[src/rtl/wb_port_arbiter_pkg.sv]
// Shared definitions for the register-file writeback port arbiter.
//   arb_state_e : arbiter priority state (ST_P0 = WB stage first, ST_P1 = multi-cycle unit first)
//   GRANT_REQ0/GRANT_REQ1 : encodings driven on grant_id
//   CNT_W : width of the req1 starvation counter
package wb_arb_defs;

   typedef enum logic {
      ST_P0 = 1'b0,
      ST_P1 = 1'b1
   } arb_state_e;

   localparam logic GRANT_REQ0 = 1'b0;
   localparam logic GRANT_REQ1 = 1'b1;

   localparam int unsigned CNT_W = 3;

endpackage

[src/rtl/wb_port_arbiter_starve_counter.sv]
// Saturating starvation counter for the multi-cycle writeback requester.
//   clk, rst          : clock, asynchronous active-high reset
//   i_inc             : requester lost arbitration this cycle
//   i_clr             : requester was granted this cycle (takes precedence)
//   o_limit_next_c    : count becomes LIMIT at the coming edge
module wb_starve_counter
   import wb_arb_defs::*;
#(
   parameter int unsigned LIMIT = 3
) (
   input  logic clk,
   input  logic rst,
   input  logic i_inc,
   input  logic i_clr,
   output logic o_limit_next_c
);

   localparam logic [CNT_W-1:0] LIM = CNT_W'(LIMIT);

   logic [CNT_W-1:0] r_count;
   logic [CNT_W-1:0] w_count_next;

   // Next count: clear wins, otherwise increment until saturated at LIM.
   always_comb begin
      w_count_next = r_count;
      if (i_clr) begin
         w_count_next = '0;
      end else if (i_inc && (r_count != LIM)) begin
         w_count_next = r_count + CNT_W'(1);
      end
   end

   always_ff @(posedge clk or posedge rst) begin
      if (rst) begin
         r_count <= '0;
      end else begin
         r_count <= w_count_next;
      end
   end

   // Looks at the next value so the priority flip lands on the very next cycle.
   assign o_limit_next_c = (w_count_next == LIM) && !i_clr;

endmodule

[src/rtl/wb_port_arbiter.sv]
// Shares the register file's single write port between the WB stage (req0)
// and a multi-cycle unit (req1), and tracks outstanding writes per register.
//   clk, rst                       : clock, asynchronous active-high reset
//   req0_valid/dest/data, req0_ready : WB-stage request, combinational accept
//   req1_valid/dest/data, req1_ready : multi-cycle request, combinational accept
//   claim_en, claim_dest           : issue stage marks a register as awaiting writeback
//   WB_EN, DEST_WB, RESULT_WB      : registered register-file write port
//   grant_id                       : source of the current write (registered)
//   pending                        : per-register outstanding-write scoreboard (registered)
module wb_port_arbiter
   import wb_arb_defs::*;
#(
   parameter int unsigned DATA_W       = 32,
   parameter int unsigned ADDR_W       = 4,
   parameter int unsigned NUM_REGS     = 16,
   parameter int unsigned STARVE_LIMIT = 3
) (
   input  logic                clk,
   input  logic                rst,
   input  logic                req0_valid,
   input  logic [ADDR_W-1:0]   req0_dest,
   input  logic [DATA_W-1:0]   req0_data,
   output logic                req0_ready,
   input  logic                req1_valid,
   input  logic [ADDR_W-1:0]   req1_dest,
   input  logic [DATA_W-1:0]   req1_data,
   output logic                req1_ready,
   input  logic                claim_en,
   input  logic [ADDR_W-1:0]   claim_dest,
   output logic                WB_EN,
   output logic [ADDR_W-1:0]   DEST_WB,
   output logic [DATA_W-1:0]   RESULT_WB,
   output logic                grant_id,
   output logic [NUM_REGS-1:0] pending
);

   arb_state_e          r_state;
   arb_state_e          w_state_next;
   logic                w_gnt0;
   logic                w_gnt1;
   logic                w_limit_hit;
   logic [NUM_REGS-1:0] w_set_mask;
   logic [NUM_REGS-1:0] w_clr_mask;
   logic [NUM_REGS-1:0] w_pending_next;

   // Starvation tracking for req1: counts cycles it waits while valid.
   wb_starve_counter #(
      .LIMIT (STARVE_LIMIT)
   ) u_starve (
      .clk            (clk),
      .rst            (rst),
      .i_inc          (req1_valid && !w_gnt1),
      .i_clr          (w_gnt1),
      .o_limit_next_c (w_limit_hit)
   );

   // Priority state register.
   always_ff @(posedge clk or posedge rst) begin
      if (rst) begin
         r_state <= ST_P0;
      end else begin
         r_state <= w_state_next;
      end
   end

   // Grant select and next state; no grant is issued while reset is held.
   always_comb begin
      w_gnt0       = 1'b0;
      w_gnt1       = 1'b0;
      w_state_next = r_state;
      if (!rst) begin
         case (r_state)
            ST_P0: begin
               if (req0_valid) begin
                  w_gnt0 = 1'b1;
               end else if (req1_valid) begin
                  w_gnt1 = 1'b1;
               end
               if (w_limit_hit) begin
                  w_state_next = ST_P1;
               end
            end
            ST_P1: begin
               // Exactly one forced req1 grant, then back to normal priority.
               if (req1_valid) begin
                  w_gnt1       = 1'b1;
                  w_state_next = ST_P0;
               end else if (req0_valid) begin
                  w_gnt0 = 1'b1;
               end
            end
            default: begin
               w_state_next = ST_P0;
            end
         endcase
      end
   end

   assign req0_ready = w_gnt0;
   assign req1_ready = w_gnt1;

   // Write-port register: one cycle after accept the register file sees the write.
   always_ff @(posedge clk or posedge rst) begin
      if (rst) begin
         WB_EN     <= 1'b0;
         DEST_WB   <= '0;
         RESULT_WB <= '0;
         grant_id  <= GRANT_REQ0;
      end else begin
         WB_EN <= w_gnt0 | w_gnt1;
         if (w_gnt1) begin
            DEST_WB   <= req1_dest;
            RESULT_WB <= req1_data;
            grant_id  <= GRANT_REQ1;
         end else if (w_gnt0) begin
            DEST_WB   <= req0_dest;
            RESULT_WB <= req0_data;
            grant_id  <= GRANT_REQ0;
         end
      end
   end

   // Scoreboard: a claim in the same cycle as a clear wins, since it is newer.
   always_comb begin
      w_set_mask = '0;
      w_clr_mask = '0;
      if (claim_en) begin
         w_set_mask = NUM_REGS'(1) << claim_dest;
      end
      if (w_gnt1) begin
         w_clr_mask = NUM_REGS'(1) << req1_dest;
      end else if (w_gnt0) begin
         w_clr_mask = NUM_REGS'(1) << req0_dest;
      end
      w_pending_next = (pending & ~w_clr_mask) | w_set_mask;
   end

   always_ff @(posedge clk or posedge rst) begin
      if (rst) begin
         pending <= '0;
      end else begin
         pending <= w_pending_next;
      end
   end

endmodule

[config.mk]
export PLATFORM = sky130hd
export DESIGN_NAME = wb_port_arbiter
export DESIGN_NICKNAME = d
export VERILOG_FILES = /design/src/rtl/wb_port_arbiter_pkg.sv /design/src/rtl/wb_port_arbiter_starve_counter.sv /design/src/rtl/wb_port_arbiter.sv
export SDC_FILE = /design/constraint.sdc
export NUM_CORES = 1
export LEC_CHECK = 0
export CAP_MARGIN = 20
export CORE_ASPECT_RATIO = 1.2
export CORE_UTILIZATION = 25
export CTS_CLUSTER_SIZE = 10
export DETAILED_ROUTE_END_ITERATION = 12
export GPL_TIMING_DRIVEN = 1
export PLACE_DENSITY = 0.58
export SLEW_MARGIN = 20
export SYNTH_ARGS = -nofsm -noshare
export SYNTH_HDL_FRONTEND = slang
export SYNTH_SLANG_ARGS = --single-unit
[constraint.sdc]
create_clock -name clk -period 4.5 [get_ports clk]
set_clock_uncertainty 0.1 [all_clocks]
set_input_delay 0.9 -clock clk [delete_from_list [all_inputs] [get_ports clk]]
set_output_delay 0.9 -clock clk [all_outputs]
set_load 0.01 [all_outputs]
# Word level (Yosys, flattened, before mapping)
# Cells that the tools add are included.
[classes]
n_shift = 3
order_cmp = 0
n_reduce_logical = 5
n_mux = 22
bitwise = 5
div_mod_pow = 0
n_addsub = 1
eq_ne = 2
multipliers = 0
[ops]
columns = ["cell", "count"]
rows = [
  ["32-bit two-way mux", 2],
  ["16-bit two-way mux", 3],
  ["1-bit by 4-bit left shift with 16-bit output, first input constant", 3],
  ["16-bit AND", 1],
  ["16-bit NOT", 1],
  ["16-bit OR", 1],
  ["1-bit two-way mux", 10],
  ["4-bit two-way mux", 2],
  ["3-bit two-way mux", 2],
  ["1-bit one-hot mux with 2 select lines", 3],
  ["3-bit by 1-bit adder with 3-bit output, second input constant", 1],
  ["3-bit by 2-bit == test with 1-bit output, second input constant", 1],
  ["1-bit logical AND", 3],
  ["3-bit by 2-bit inequality test with 1-bit output, second input constant", 1],
  ["2-bit nonzero test", 1],
  ["1-bit logical NOT", 1],
  ["1-bit NOT", 1],
  ["1-bit OR", 1],
]
[totals]
out_inout_bits = 56
ramBits = 0
mem_count = 0
inputBits = 81
wordCells = 45
register_bits = 58
rom_bits = 0
latchBits = 0

# Depth between registers and ports, before layout
# Gate-level depths: netlist of the first run.
[depth]
depth_word = 13
depth_mapped = 7
mapped_depth_nobuf = 6

# By module
# A second synthesis of the first run with hierarchy kept.
[hier_totals]
cells_unflattened = 357
area_unflattened_um2 = 3276.9
[modules_own_cells]
columns = ["module", "cells_per_inst", "area_per_inst_um2", "n_inst", "seq_area_each_um2"]
rows = [
  ["wb_port_arbiter", 339, 3095.5, 1, 1376.3],
  ["wb_starve_counter", 18, 181.4, 1, 75.1],
]

# Least setup slack after synthesis of the first run
# Ideal clock, no wire load.
[synth_path]
path_kind = "in2reg"
startpoint = "input port rst"
endpoint = "register RESULT_WB[10]"
arrival_ns = 3.127
setup_time_ns = 0.130
cell_stages = 6
path_slack_ns = 1.143
n_path_buf = 2
t_required_ns = 4.270
path_cell_list = "inv_1 > o21ai_0 > inv_2 > buf_2 > buf_2 > a31oi_1"
[synth_via]
elab_chain_len = 2
word_cells_on_any_way = 4
cone_classes = "3 x mux; 1 x reduce/logical"
[synth_lines]
columns = ["element", "line_no", "rtl"]
rows = [
  ["start, declared", "wb_port_arbiter.sv:19", "input logic rst,"],
  ["1-bit two-way mux", "wb_port_arbiter.sv:71", "if (!rst) begin"],
  ["32-bit two-way mux / 2-bit nonzero test (equally long branches)", "-", ""],
  ["end signal, assigned", "wb_port_arbiter.sv:113", "RESULT_WB <= req1_data;"],
  ["end signal, assigned", "wb_port_arbiter.sv:117", "RESULT_WB <= req0_data;"],
  ["end, declared", "wb_port_arbiter.sv:32", "output logic [DATA_W-1:0] RESULT_WB,"],
]
# Several ways; a longest one is shown, not always the timed one.
# A chain may end at the register's enable or synchronous reset.

# Worst setup path in the final report of the first run
[layout_path]
startpoint = "input port req0_valid"
endpoint = "output port req0_ready"
[layout_via]
elab_chain_len = 4
[layout_lines]
columns = ["element", "line_no", "rtl"]
rows = [
  ["start, declared", "wb_port_arbiter.sv:20", "input logic req0_valid,"],
  ["1-bit two-way mux *", "wb_port_arbiter.sv:74, wb_port_arbiter.sv:88", ""],
  ["1-bit two-way mux", "wb_port_arbiter.sv:85", "if (req1_valid) begin"],
  ["1-bit one-hot mux with 2 select lines *", "wb_port_arbiter.sv:72", "case (r_state)"],
  ["1-bit two-way mux *", "wb_port_arbiter.sv:71", ""],
  ["end, declared", "wb_port_arbiter.sv:23", "output logic req0_ready,"],
]
# Mark *: on every way between the ends. The rest lies on a longest branch, timed or not.

==> flow_summary.ini, run 1 <==
[power]
p_sw_share_pct = 28.1
p_clk_share_pct = 35.9
p_switching_uw = 573
sequentialPowerShare_pct = 35.0
p_per_area_nw_per_um2 = 438
fin_total_pwr_uw = 2040
power.internal_uw = 1470
peakVddDrop_mv = 0.193
comb_power_share_pct = 29.1
p_leak_uw = 0.00186

[detailed_routing]
num_vias = 2911
first_iter_violations = 147
wire_per_inst_um = 15.0
drcViolationCount = 0
vias_per_cell = 4.71
ant_nets = 0
drt_wl_total_um = 9270
dr.pass1.iters = 6

[global_routing]
grt_max_degree = 70
grt_pass1_vias = 2932
grt_overflow = 0
grt_antenna_before_repair = 0
track_usage_pct = 16.3
grt_pass1_wl_um = 14800

[critical_path]
path_max_fanout = 5
cp.required_ps = 3500
r2r_cells = 6
worstSetupEndpointType = output port
r2r_end = r_state
reg2reg_slack_ps = 2620
critPathArrivalTime_ps = 2610
critPathKind = in -> out
r2r-start = u_starve.r_count[0]
cp-start-kind = input port

[floorplan]
die_area_um2 = 11800
core_area_um2 = 11100
die_x_um = 99.5
io_pins = 137
start_util_pct = 25.7
die_h_um = 119
rows = 42

[synth]
ys_warn_count = 0
syn_inst = 328
ys_types = 38
synth-edff-count = 0
syn_area_um2 = 2850
yosysMostFrequentCell = nand2_1
synth_area_leaders = dfrtp_1 51%, nand2_1 11%, a31oi_1 7.2%, nor2_1 6.1%, a32o_1 2.8%
synth_fp_nets = 411
async_reset_ff_share_pct = 100
synth_seq_cells = 58
syn_area_per_cell_um2 = 8.69
synth_top_area_cell = dfrtp_1
synth_flop_cell = dfrtp_1
synth_top_area_share_pct = 50.9
ys_seq_area_share_pct = 50.9
synthTopCellsByCount = 84 x nand2_1, 58 x dfrtp_1, 46 x nor2_1

[flow_run]
maxCapViolations = 0

[finish]
num_antenna_cells = 0
drive_gt1_share_pct = 4.96
area_delta_synth_final_pct = 63.5
fin_nets = 542
regArea_um2 = 1450
fillers = 1093
final_cells = 618
stdcell_area_um2 = 4660
multi_input_area_um2 = 1280

[sta]
post-route-period-util_pct = 80.2
rsz0062_at_grt = false
hold_viol = 0
slew_viol_final = 0
setup_viol = 0
min_period_ps = 3610
setup_tns_ps = 0
tightest_slew_ps = 850
slew_headroom_pct = 43.3
layout_setup_ws_ps = 890
max_freq_ghz = 0.277

[clock_tree]
htree_num_levels = 3
clk_pin_slew_ps = 60
cts.repair.resized = 0
numCtsBuffers = 9
cts.sinks = 58
cts_hold_buf = 0
cts_buffer_depth = 2
cts_setup_buffers = 0
root_buffer = clkbuf_16
cts_tree = done
insertion_delay_ps = 320

[place]
io_buffers = 136
place_hpwl_um = 6570
placed_cell_area_um2 = 4340
place_ws_ps = 903
gp_congestion = 0.875
dp.cells = 602

[run_status]
outcome = finished clean

[min_path]
min_to = DEST_WB[2]
holdPathStages = 2
min_from = DEST_WB[2]
min_path_type = reg -> reg
-- worst max-delay path, cell delays in order --
cell	delay, ps
clkdlybuf4s50_1	540
nor2b_1	230
nand2_1	180
inv_1	180
clkdlybuf4s50_1	570
-- logic make-up (layout without fill, tap and decap cells) --
group	count (synthesis)	after routing	synth area share (%)
AOI/OAI and AO/OA	64	64	15.7
xor gates and xnor gates	1	1	0.307
adders and majority gates	2	2	0.878
buffers and inverters	26	162	4.00
DFF	58	58	50.9
muxes	1	1	0.351
and+or+nand+nor	176	176	27.8
-- through the flow --
stage          util [%]  hold WS (ps)
6_report           42.0           391
5_1_grt            42.0           418
4_1_cts            42.0           395
3_5_place_dp       39.1           381
3_3_place_gp       39.1           378
2_1_floorplan         -           413
-- flip-flops by register name, indices dropped and copies added, names as in the netlist --
register and cells:
grant_id 1, r_state 1, u_starve.r_count 3, RESULT_WB 32, DEST_WB 4, WB_EN 1, pending 16
-- final cells by class --
type | instances | share of cell area (%)
well taps | 154 | 4.14
clock buffers | 11 | 5.21
multi-input cells | 244 | 27.6
clock inverters | 5 | 1.66
repair buffers | 139 | 29.7
flip-flops and latches | 58 | 31.1
inverters | 7 | 0.591
-- power by group through the flow --
stage	clock [uW]	sequential, uW	combinational, uW
CTS	756	714	601
detailed placement	0	721	598
floorplan	0	752	221
global route	778	728	648
finish	733	714	594
global placement	0	718	592
-- layout by cell type, fill, tap and decap left out, drive strengths merged, types with 6 or more instances in the layout --
cell type / count
a31oi: 33
a32o: 8
clkbuf: 11
clkdlybuf4s50: 136
dfrtp: 58
inv: 6
nand2: 84
nand2b: 6
nand3: 13
nor2: 46
nor2b: 11
o21ai: 8
-- how the worst max path moves through the flow --
stage | from | endpoint | slack, ps | depth (start not counted)
floorplan | rst | RESULT_WB[10] | 1140 | 6
global placement | req0_valid | req0_ready | 940 | 5
detailed placement | req0_valid | req0_ready | 900 | 5
CTS | req0_valid | req0_ready | 900 | 5
global route | req0_valid | req0_ready | 780 | 5
finish | req0_valid | req0_ready | 890 | 5
-- layer usage --
metal	part of all wire, %	GRT usage (%)	wire, um	up-vias
li1	-	-	-	1410
met3	6.2	3.29	575	13
met1	42	19.8	3920	1367
met5	0	0	0	-
met4	2.0	8.46	185	0
met2	50	27.0	4590	121
No activity file was read; power rests on OpenSTA's default activity.
==> run 2, diff against run 1 <==
- clock period: 4.5 -> 3.55 ns (I/O delays scaled with it)
==> flow_summary.ini, run 2 (same netlist as run 1, synthesis figures left out) <==
[run_status]
outcome = finished clean

[global_routing]
use_met2_pct = 27.9
track_usage_pct = 16.8
grt_pass1_vias = 3045
grt_overflow = 0
grt_pass1_wl_um = 15200
grt_max_degree = 70
grtUsageMet1_pct = 20.2
grt_antenna_before_repair = 0
grt_most_used_layer = met2
use_met3_pct = 3.46

[power]
p_clk_share_pct = 38.2
power.internal_uw = 1950
p_switching_uw = 728
p_sw_share_pct = 27.2
comb_power_share_pct = 28.1
peakVddDrop_mv = 0.249
p_per_area_nw_per_um2 = 571
p_leak_uw = 0.00188
sequentialPowerShare_pct = 33.7

[clock_tree]
cts_tree = done
cts.sinks = 58
cts.repair.resized = 0
root_buffer = clkbuf_16
htree_num_levels = 3
cts_setup_buffers = 0
numCtsBuffers = 9
clk_pin_slew_ps = 50
insertion_delay_ps = 320
cts_hold_buf = 0
cts_buffer_depth = 2

[detailed_routing]
drcViolationCount = 0
dr.pass1.iters = 4
wire_per_inst_um = 15.2
drt_wl_total_um = 9360
ant_nets = 0
first_iter_violations = 178
vias_per_cell = 4.75
num_vias = 2934

[critical_path]
reg2reg_slack_ps = 1660
cp_common_cell = clkdlybuf4s50_1
cp-endpoint = req0_ready
max_stage_delay_ps = 560
r2r_end = r_state
critPathArrivalTime_ps = 2410
path_delay_family = buffers and inverters
crit_cells = 5
crit_path_start = req0_valid
critPathKind = in -> out
cp-start-kind = input port
r2r-start = u_starve.r_count[0]
cp.required_ps = 2740
slowest_stage = clkdlybuf4s50_1
worst-path-buf-inv = 3
path_cells = clkdlybuf4s50_1, nor2b_1, nand2_1, inv_1, clkdlybuf4s50_1
r2r_cells = 6
worstSetupEndpointType = output port
path_max_fanout = 5

[sta]
slew_viol_final = 0
setup_tns_ps = 0
post-route-period-util_pct = 90.8
rsz0062_at_grt = false
layout_setup_ws_ps = 326
min_period_ps = 3220
setup_viol = 0
holdWs_ps = 398
slew_headroom_pct = 41.6
tightest_slew_ps = 876
hold_viol = 0
max_freq_ghz = 0.310

[place]
io_buffers = 136
placed_cell_area_um2 = 4340
place_hpwl_um = 6570
place_ws_ps = 325
gp_congestion = 0.856
dp.cells = 602

[floorplan]
io_pins = 137
start_util_pct = 25.7
die_x_um = 99.5
core_area_um2 = 11100
rows = 42
die_area_um2 = 11800
die_h_um = 119

[finish]
mostFrequentLayoutCell = clkdlybuf4s50_1
drive_gt1_share_pct = 5.17
num_antenna_cells = 0
final_cell_mix = 136 x clkdlybuf4s50_1, 84 x nand2_1, 58 x dfrtp_1
largest_reg_flops = 32
final_cells = 618
reg.largest.list = RESULT_WB (32), pending (16), DEST_WB (4)
area_delta_synth_final_pct = 64.7
stdcell_area_um2 = 4690
largest_register = RESULT_WB
fin_nets = 542

[flow_run]
maxCapViolations = 0

[min_path]
min_path_type = reg -> reg
run 2: cell count changes in the layout (fill, tap and decap cells not counted):
cell	change
clkbuf_1	-1
bufinv_16	+1
clkinvlp_4	-1
clkbuf_8	+1
run 2: stage by stage:
stage	total power (uW)	util, %
detailed placement	1670	39.1
global route	2830	42.3
CTS	2720	42.3
global placement	1660	39.1
finish	2680	42.3
floorplan	1230	-
run 2: layout make-up:
cell class,instances,area (um2)
fillers,1112,6400
flip-flops and latches,58,1450
repair buffers,139,1380
multi-input cells,244,1280
clock buffers,11,253
well taps,154,193
clock inverters,5,100
inverters,7,27.5
run 2: how the worst min path moves through the flow:
| stage | start | endpoint | cells past startpoint |
|---|---|---|---|
| 2_1_floorplan | grant_id | grant_id | 2 |
| 3_3_place_gp | grant_id | grant_id | 2 |
| 3_5_place_dp | DEST_WB[2] | DEST_WB[2] | 2 |
| 4_1_cts | DEST_WB[2] | DEST_WB[2] | 2 |
| 5_1_grt | DEST_WB[2] | DEST_WB[2] | 2 |
| 6_report | DEST_WB[2] | DEST_WB[2] | 2 |
run 2: layer usage:
metal  up-vias  routed length (um)
li1       1412                   -
met1      1395                3900
met2       113                4660
met3        14                 575
met4         0                 224
met5         -                   0
run 2: power by group through the flow:
stage	Clock (uW)	Sequential (uW)	Combinational (uW)
global placement	0	908	754
global route	1080	922	827
finish	1020	902	752
detailed placement	0	915	760
CTS	1050	905	763
floorplan	0	953	281
run 2: worst register-to-register path, stage by stage, from the launching register on:
cell	delay, ps
dfrtp_1	410
ha_1	220
ha_1	180
nor2b_1	360
nand4bb_1	190
o21ai_0	100
a22o_1	220
